**config.mk**
```make
export PLATFORM = sky130hd
export DESIGN_NAME = h_dmux8_arbiter
export DESIGN_NICKNAME = d
export VERILOG_FILES = /design/src/rtl/h_dmux8_arbiter.sv
export SDC_FILE = /design/constraint.sdc
export NUM_CORES = 1
export LEC_CHECK = 0
export CORE_MARGIN = 1.5
export CORE_UTILIZATION = 52
export CTS_CLUSTER_DIAMETER = 60
export CTS_CLUSTER_SIZE = 12
export DETAILED_ROUTE_END_ITERATION = 7
export PLACE_DENSITY_LB_ADDON = 0.2
export RECOVER_POWER = 50
export SLEW_MARGIN = 20
export SYNTH_ARGS = -nofsm -noshare
export SYNTH_HDL_FRONTEND = slang
export SYNTH_SLANG_ARGS = --single-unit
```
**constraint.sdc**
```tcl
create_clock -name clk -period 3.6 [get_ports clk]
set_input_delay 0.72 -clock clk [delete_from_list [all_inputs] [get_ports clk]]
set_output_delay 0.72 -clock clk [all_outputs]
set_load 0.03 [all_outputs]
```
**src/rtl/h_dmux8_arbiter.sv**
```systemverilog
// Round-robin arbiter for eight requesters sharing one 8-way demultiplexed resource.
// Drives the DMux select (gnt_sel) and enable (gnt_valid) plus the decoded one-hot grant.
module h_dmux8_arbiter #(
  parameter int unsigned MAX_HOLD = 16,
  parameter int unsigned CNT_W    = 5
) (
  input  logic       clk,
  input  logic       reset,
  input  logic [7:0] req,
  output logic       gnt_valid,
  output logic [2:0] gnt_sel,
  output logic [7:0] gnt
);

  typedef enum logic {
    IDLE,
    GRANT
  } state_t;

  localparam logic [CNT_W-1:0] HOLD_LAST =
    (MAX_HOLD == 0) ? '0 : CNT_W'(MAX_HOLD - 1);

  state_t           state, state_nx;
  logic [2:0]       ptr, ptr_nx;
  logic [2:0]       sel_nx;
  logic             valid_nx;
  logic [7:0]       gnt_nx;
  logic [CNT_W-1:0] hold_cnt, hold_nx;

  logic [7:0]       others;
  logic [7:0]       mask;
  logic [2:0]       base;
  logic [2:0]       idx;
  logic [2:0]       win;
  logic             found;
  logic             release_g;
  logic             timeout;

  // Search base and candidate set depend only on registered state, so the
  // priority search below never feeds back into itself.
  assign others    = req & ~(8'b1 << gnt_sel);
  assign mask      = (state == GRANT) ? others : req;
  assign base      = ((state == GRANT) ? gnt_sel : ptr) + 3'd1;
  assign release_g = (state == GRANT) && !req[gnt_sel];
  assign timeout   = (MAX_HOLD != 0) && (state == GRANT) && req[gnt_sel] &&
                     (hold_cnt == HOLD_LAST) && (others != '0);

  always_comb begin
    found = 1'b0;
    win   = base;
    idx   = base;
    for (int unsigned i = 0; i < 8; i++) begin
      idx = base + 3'(i);
      if (!found && mask[idx]) begin
        found = 1'b1;
        win   = idx;
      end
    end
  end

  always_comb begin
    state_nx = state;
    ptr_nx   = ptr;
    sel_nx   = gnt_sel;
    valid_nx = gnt_valid;
    hold_nx  = hold_cnt;
    case (state)
      IDLE: begin
        if (found) begin
          state_nx = GRANT;
          valid_nx = 1'b1;
          sel_nx   = win;
          hold_nx  = '0;
        end
      end
      GRANT: begin
        if (release_g || timeout) begin
          ptr_nx  = gnt_sel;
          hold_nx = '0;
          if (found) begin
            sel_nx = win;
          end else begin
            state_nx = IDLE;
            valid_nx = 1'b0;
          end
        end else if ((MAX_HOLD != 0) && (hold_cnt != HOLD_LAST)) begin
          hold_nx = hold_cnt + 1'b1;
        end
      end
      default: begin
        state_nx = IDLE;
        valid_nx = 1'b0;
      end
    endcase
    gnt_nx = valid_nx ? (8'b1 << sel_nx) : '0;
  end

  always_ff @(posedge clk) begin
    if (reset) begin
      state     <= IDLE;
      ptr       <= 3'd7;
      hold_cnt  <= '0;
      gnt_valid <= 1'b0;
      gnt_sel   <= '0;
      gnt       <= '0;
    end else begin
      state     <= state_nx;
      ptr       <= ptr_nx;
      hold_cnt  <= hold_nx;
      gnt_valid <= valid_nx;
      gnt_sel   <= sel_nx;
      gnt       <= gnt_nx;
    end
  end

endmodule
```
# After elaboration in Yosys (flattened, before gate mapping)

Index checks and enable logic that the tools add are counted.

Reduce and logical (&&, ||, !) cells: 24
Mux-type cells: 49
Equal/unequal tests: 4
Bitwise gates (word level): 4
Divide/modulo/power cells: 0
Shifts and indexed selects: 2
Magnitude comparators: 9
Add/subtract/negate cells: 9
$mul: 0

Operators by type and width:

| cell                                                        | number |
|---|---|
| less-than comparator 3 x 4 -> 1 bit (second input constant) | 9 |
| two-way mux 3 bit                                           | 10 |
| binary-select mux 1 bit (select 3 bit)                      | 9 |
| two-way mux 1 bit                                           | 22 |
| left shift 1 x 3 -> 8 bit (first input constant)            | 2 |
| two-way mux 5 bit                                           | 3 |
| adder 3 bit (second input constant)                         | 4 |
| logical AND 1 bit                                           | 11 |
| case mux 5 bit (2 select lines)                             | 1 |
| bitwise AND 8 bit                                           | 1 |
| zero test 1 bit                                             | 8 |
| two-way mux 8 bit                                           | 1 |
| NOT 8 bit                                                   | 1 |
| nonzero test 8 bit                                          | 1 |
| adder 3 x 1 -> 3 bit (second input constant)                | 2 |
| adder 3 x 2 -> 3 bit (second input constant)                | 2 |
| case mux 3 bit (2 select lines)                             | 1 |
| adder 5 x 1 -> 5 bit (second input constant)                | 1 |
| equality test 5 x 4 -> 1 bit (second input constant)        | 1 |
| inequality test 5 x 4 -> 1 bit (second input constant)      | 1 |
| case mux 1 bit (2 select lines)                             | 2 |
| AND reduction 2 bit                                         | 2 |
| inequality test 3 x 1 -> 1 bit (second input constant)      | 1 |
| inequality test 2 bit (second input constant)               | 1 |
| other kinds (3)                                             | 4 |

Flip-flop bits (word level): 21
Memories: 0
Bits in latches: 0
Word-level logic and storage cells: 107
Memory bits (read-only): 0
Memory bits (writable): 0
Input bits: 10

# Longest topological paths before layout

Depth in word-level cells: 33
Depth in mapped cells: 15

# Least setup slack after synthesis

OpenSTA, ideal clock, no wires.

Kind: reg-to-reg
Start: register state
End: register gnt[2]
Setup time: 0.127 ns
Period minus slack after synthesis: 3.509 ns
Data required time: 3.473 ns
Path buffers: 2
Stages on the path, launching flop included: 13
Data arrival time: 3.382 ns
Slack: 0.091 ns
Cells stage by stage: dfxtp_1 -> buf_6 -> mux2i_4 -> inv_2 -> ha_1 -> buf_2 -> mux4_2 -> nor4_2 -> nand4_1 -> o221ai_2 -> mux2_1 -> nand4_1 -> nor2_1

Cells in the longest elaborated chain, start to end: 31
Elaborated cells on any way between the ends: 71
Those cells by class: add/sub: 8; shift: 1; mux: 40; bitwise: 2; reduce/logical: 20

Ends and longest elaborated chain:

| item                                                                          | line | text |
|---|---|---|
| start, declared                                                               | 23   | `state_t state, state_nx;` |
| start signal, assigned                                                        | 107  | `state <= state_nx;` |
| parallel branches: the longest is 31 deep, another holds adder 3 x 1 -> 3 bit | -    |  |
| end signal, assigned                                                          | 112  | `gnt <= gnt_nx;` |
| end, declared                                                                 | 12   | `output logic [7:0] gnt` |

Parallel ways; which one is timed is not known. The select of a mux whose other input is x is not followed.
A chain may end at the register's enable or synchronous reset.

# Final worst setup path

Same ends and word-level chain as after synthesis.

==> results_dict.tcl <==
set metrics [dict create \
    cts_tree "yes" \
    fillers 332 \
    antenna_left 0 \
    final_core_util 0.667 \
    synth_edf_count 0 \
    slew_headroom 0.636 \
    status "complete, no violations" \
    portBuffers 21 \
    powerDensity_nw_per_um2 921 \
    required_ns 3.76 \
    cts_buffers 3 \
    route.met2.wl_mm 2.54 \
    antenna_found_initial 0 \
    tightest_slew_ns 0.541 \
    cts_root_buf "clkbuf_8" \
    synth_ff_type "dfxtp_1" \
    period_minus_slack_ns 3.40 \
    syn_avg_cell_area_um2 8.50 \
    async_reset_ff_frac 0 \
    r2r_cells 13 \
    cp-startpoint "state" \
    num_io_pins 22 \
    drt_iter0_drc 145 \
    grt_pass1_wl_mm 9.10 \
    place_hpwl_mm 4.08 \
    end_kind "register" \
    final_hold_viol_count 0 \
    stdcell_area_um2 2510 \
    max-cap-violations 0 \
    grt.total_usage 0.266 \
    firstDrtPassIters 4 \
    r2r_slack_ns 0.20 \
    r2r-start "state" \
    start_util 0.554 \
    crit_fanout 7 \
    top_layer "met4" \
    insertedDiodeCount 0 \
    wl_per_cell_um 16.2 \
    total_leakage_power_uw 0.00101 \
    die_w_um 66.4 \
    wirelength_mm 5.33 \
    clock_sinks 21 \
    syn-num-nets 260 \
    grt_max_degree 18 \
    max-vdd-ir-drop_v 0.000477 \
    die-area_um2 4410 \
    wl_met3_um 249 \
    vias 2029 \
    r2r-end "gnt[2]" \
    setup_viol 0 \
    core_area_um2 3770 \
    num_rows 22 \
    grt_pass1_vias 1963 \
    cts-htree-levels 1 \
    clk_pin_slew_worst_paths_ns 0.07 \
    min_path_type "register to register" \
    synthCells 246 \
    viasPerCell 6.19 \
    slew_viol_final 0 \
    cp-endpoint "gnt[2]" \
    overflow 0 \
    cts.path.max_buffers 2 \
    syn-cell-area_um2 2090 \
    ys_ff_latch 21 \
    synth.yosys.seq_area_share 0.201 \
    start_kind "register" \
    clk_latency_ns 0.26 \
    gp_congestion 0.921 \
    fmax_ghz 0.294 \
    finalNetCount 295 \
    area_growth_syn_to_layout_pct 20.3 \
    drive_above_1_share 0.189 \
    fin_tns_setup_ns 0 \
    drc 0 \
    rsz0062_at_grt "no" \
    dpl_cell_area_um2 2430 \
    wl_met1_mm 2.48 \
    die_y_um 66.4 \
    finalClockSkew_ns 0.00399 \
    period_share 0.944 \
    crit_arrival_ns 3.56 \
    p_total_uw 2320 \
    synth_warnings 0 \
    worst-setup-path-type "register to register" \
    synthDistinctLibCells 63 \
]
[layer usage]
metal,global-route usage,vias up
li1,-,1012
met3,0.0341,7
met1,0.363,963
met5,0,-
met4,0.0561,0
met2,0.446,47
[cell usage after synthesis, types with 2 or more instances]
master     n  area, µm²
a31oi_1    7       43.8
xor2_1     2       17.5
nor2_1    25       93.8
a32o_1     2       20.0
nand3b_1   2       15.0
a211oi_1   3       22.5
mux4_2     4       90.1
and3_1     5       31.3
mux2i_1   23        230
inv_1     10       37.5
a211o_1    4       35.0
mux2_2     2       22.5
a21boi_0   2       15.0
mux2i_4    2       45.0
dfxtp_1   21        420
buf_2      7       35.0
a32oi_1    2       17.5
nand3_1   14       70.1
nor2b_1    3       18.8
nand2b_1   7       43.8
o311ai_0   4       35.0
nand2_1   19       71.3
or2_2      2       12.5
a221oi_2   2       30.0
inv_2      2       7.51
a211oi_2   2       25.0
o211ai_1   8       60.1
a41oi_1    2       17.5
a21oi_1    7       35.0
o21ai_0    5       25.0
xnor2_1    4       35.0
nand4_1    5       31.3
nor4_2     2       25.0
or3_1      2       12.5
ha_1       4       50.1
o31ai_1    2       15.0
[cell usage in the layout (no fill, tap or decap), types with 3 or more instances in the layout]
master | netlist | final
a211o_1 | 4 | 4
nand3_1 | 14 | 14
nor2_1 | 25 | 25
o311ai_0 | 4 | 4
nand2b_1 | 7 | 7
a31oi_1 | 7 | 7
nand4_1 | 5 | 5
inv_1 | 10 | 10
xnor2_1 | 4 | 4
and3_1 | 5 | 5
clkbuf_8 | 0 | 3
ha_1 | 4 | 3
mux4_2 | 4 | 4
dlygate4sd3_1 | 0 | 13
a211oi_1 | 3 | 3
o211ai_1 | 8 | 8
nor2b_1 | 3 | 3
buf_4 | 1 | 19
nand2_1 | 19 | 18
a21oi_1 | 7 | 6
dfxtp_1 | 21 | 20
mux2i_1 | 23 | 23
clkdlybuf4s50_1 | 0 | 8
o21ai_0 | 5 | 5
[cell type report]
type,count,area [µm²],share of cell area
flip-flops and latches,21,422,0.168
repair buffers,41,357,0.142
well taps,48,60.1,0.0239
inverters,12,45.0,0.0179
multi-input cells,202,1590,0.631
clock buffers,4,45.0,0.0179
[critical path: stages (launching register included)]
cell      delay [ns]
dfxtp_2         0.36
buf_4           0.16
a21o_1          0.25
ha_4            0.33
buf_4           0.16
inv_1           0.13
o311ai_0        0.16
mux2i_1         0.26
a211oi_2        0.33
nand4_1         0.26
o221ai_2        0.32
mux2_1          0.39
nand4_1         0.13
nor2_1          0.05
[worst min path at each step]
| stage | start | end | slack (ns) | depth (start not counted) |
|---|---|---|---|---|
| final | hold_cnt[4] | hold_cnt[4] | 0.46 | 2 |
| after global routing | hold_cnt[4] | hold_cnt[4] | 0.48 | 2 |
| after CTS | hold_cnt[4] | hold_cnt[4] | 0.46 | 2 |
| after detailed placement | hold_cnt[4] | hold_cnt[4] | 0.45 | 2 |
| after global placement | hold_cnt[4] | hold_cnt[4] | 0.44 | 2 |
| after floorplan | hold_cnt[4] | hold_cnt[4] | 0.44 | 2 |
[sequential cells by signal, indices dropped and copies added (netlist names)]
signal     flops
gnt            8
gnt_sel        3
gnt_valid      1
hold_cnt       5
ptr            3
state          1
[metrics by stage]
stage,setup slack [ns],instances,hold WS (ns)
5_1_grt,0.0375,328,0.477
3_5_place_dp,0.0181,322,0.448
4_1_cts,0.0497,326,0.458
3_3_place_gp,0.0749,322,0.445
2_1_floorplan,0.0910,246,0.436
6_report,0.201,328,0.455
[report_power, final]
part           switching [µW]  internal (µW)
clock                    72.9           78.9
sequential               38.6            290
combinational            1070            761
total                    1190           1130
[timing repair]
item / 4_1_cts / 5_1_grt
gates resized for setup: 0 / 6
hold buffers: 0 / 0
endpoints found under the setup margin: 0 / 14
buffers inserted: 0 / 2
[kinds of logic (layout without fill, tap and decap cells)]
kind of cell | count (synthesis) | after routing | share of synthesized area
compound gates | 67 | 67 | 0.267
xor+xnor | 8 | 8 | 0.0461
buf+inv | 23 | 57 | 0.0509
mux | 32 | 32 | 0.191
fa+ha+maj | 4 | 4 | 0.0239
flops | 21 | 21 | 0.201
simple gates | 91 | 91 | 0.220
Power figures use the tool's default switching activity.
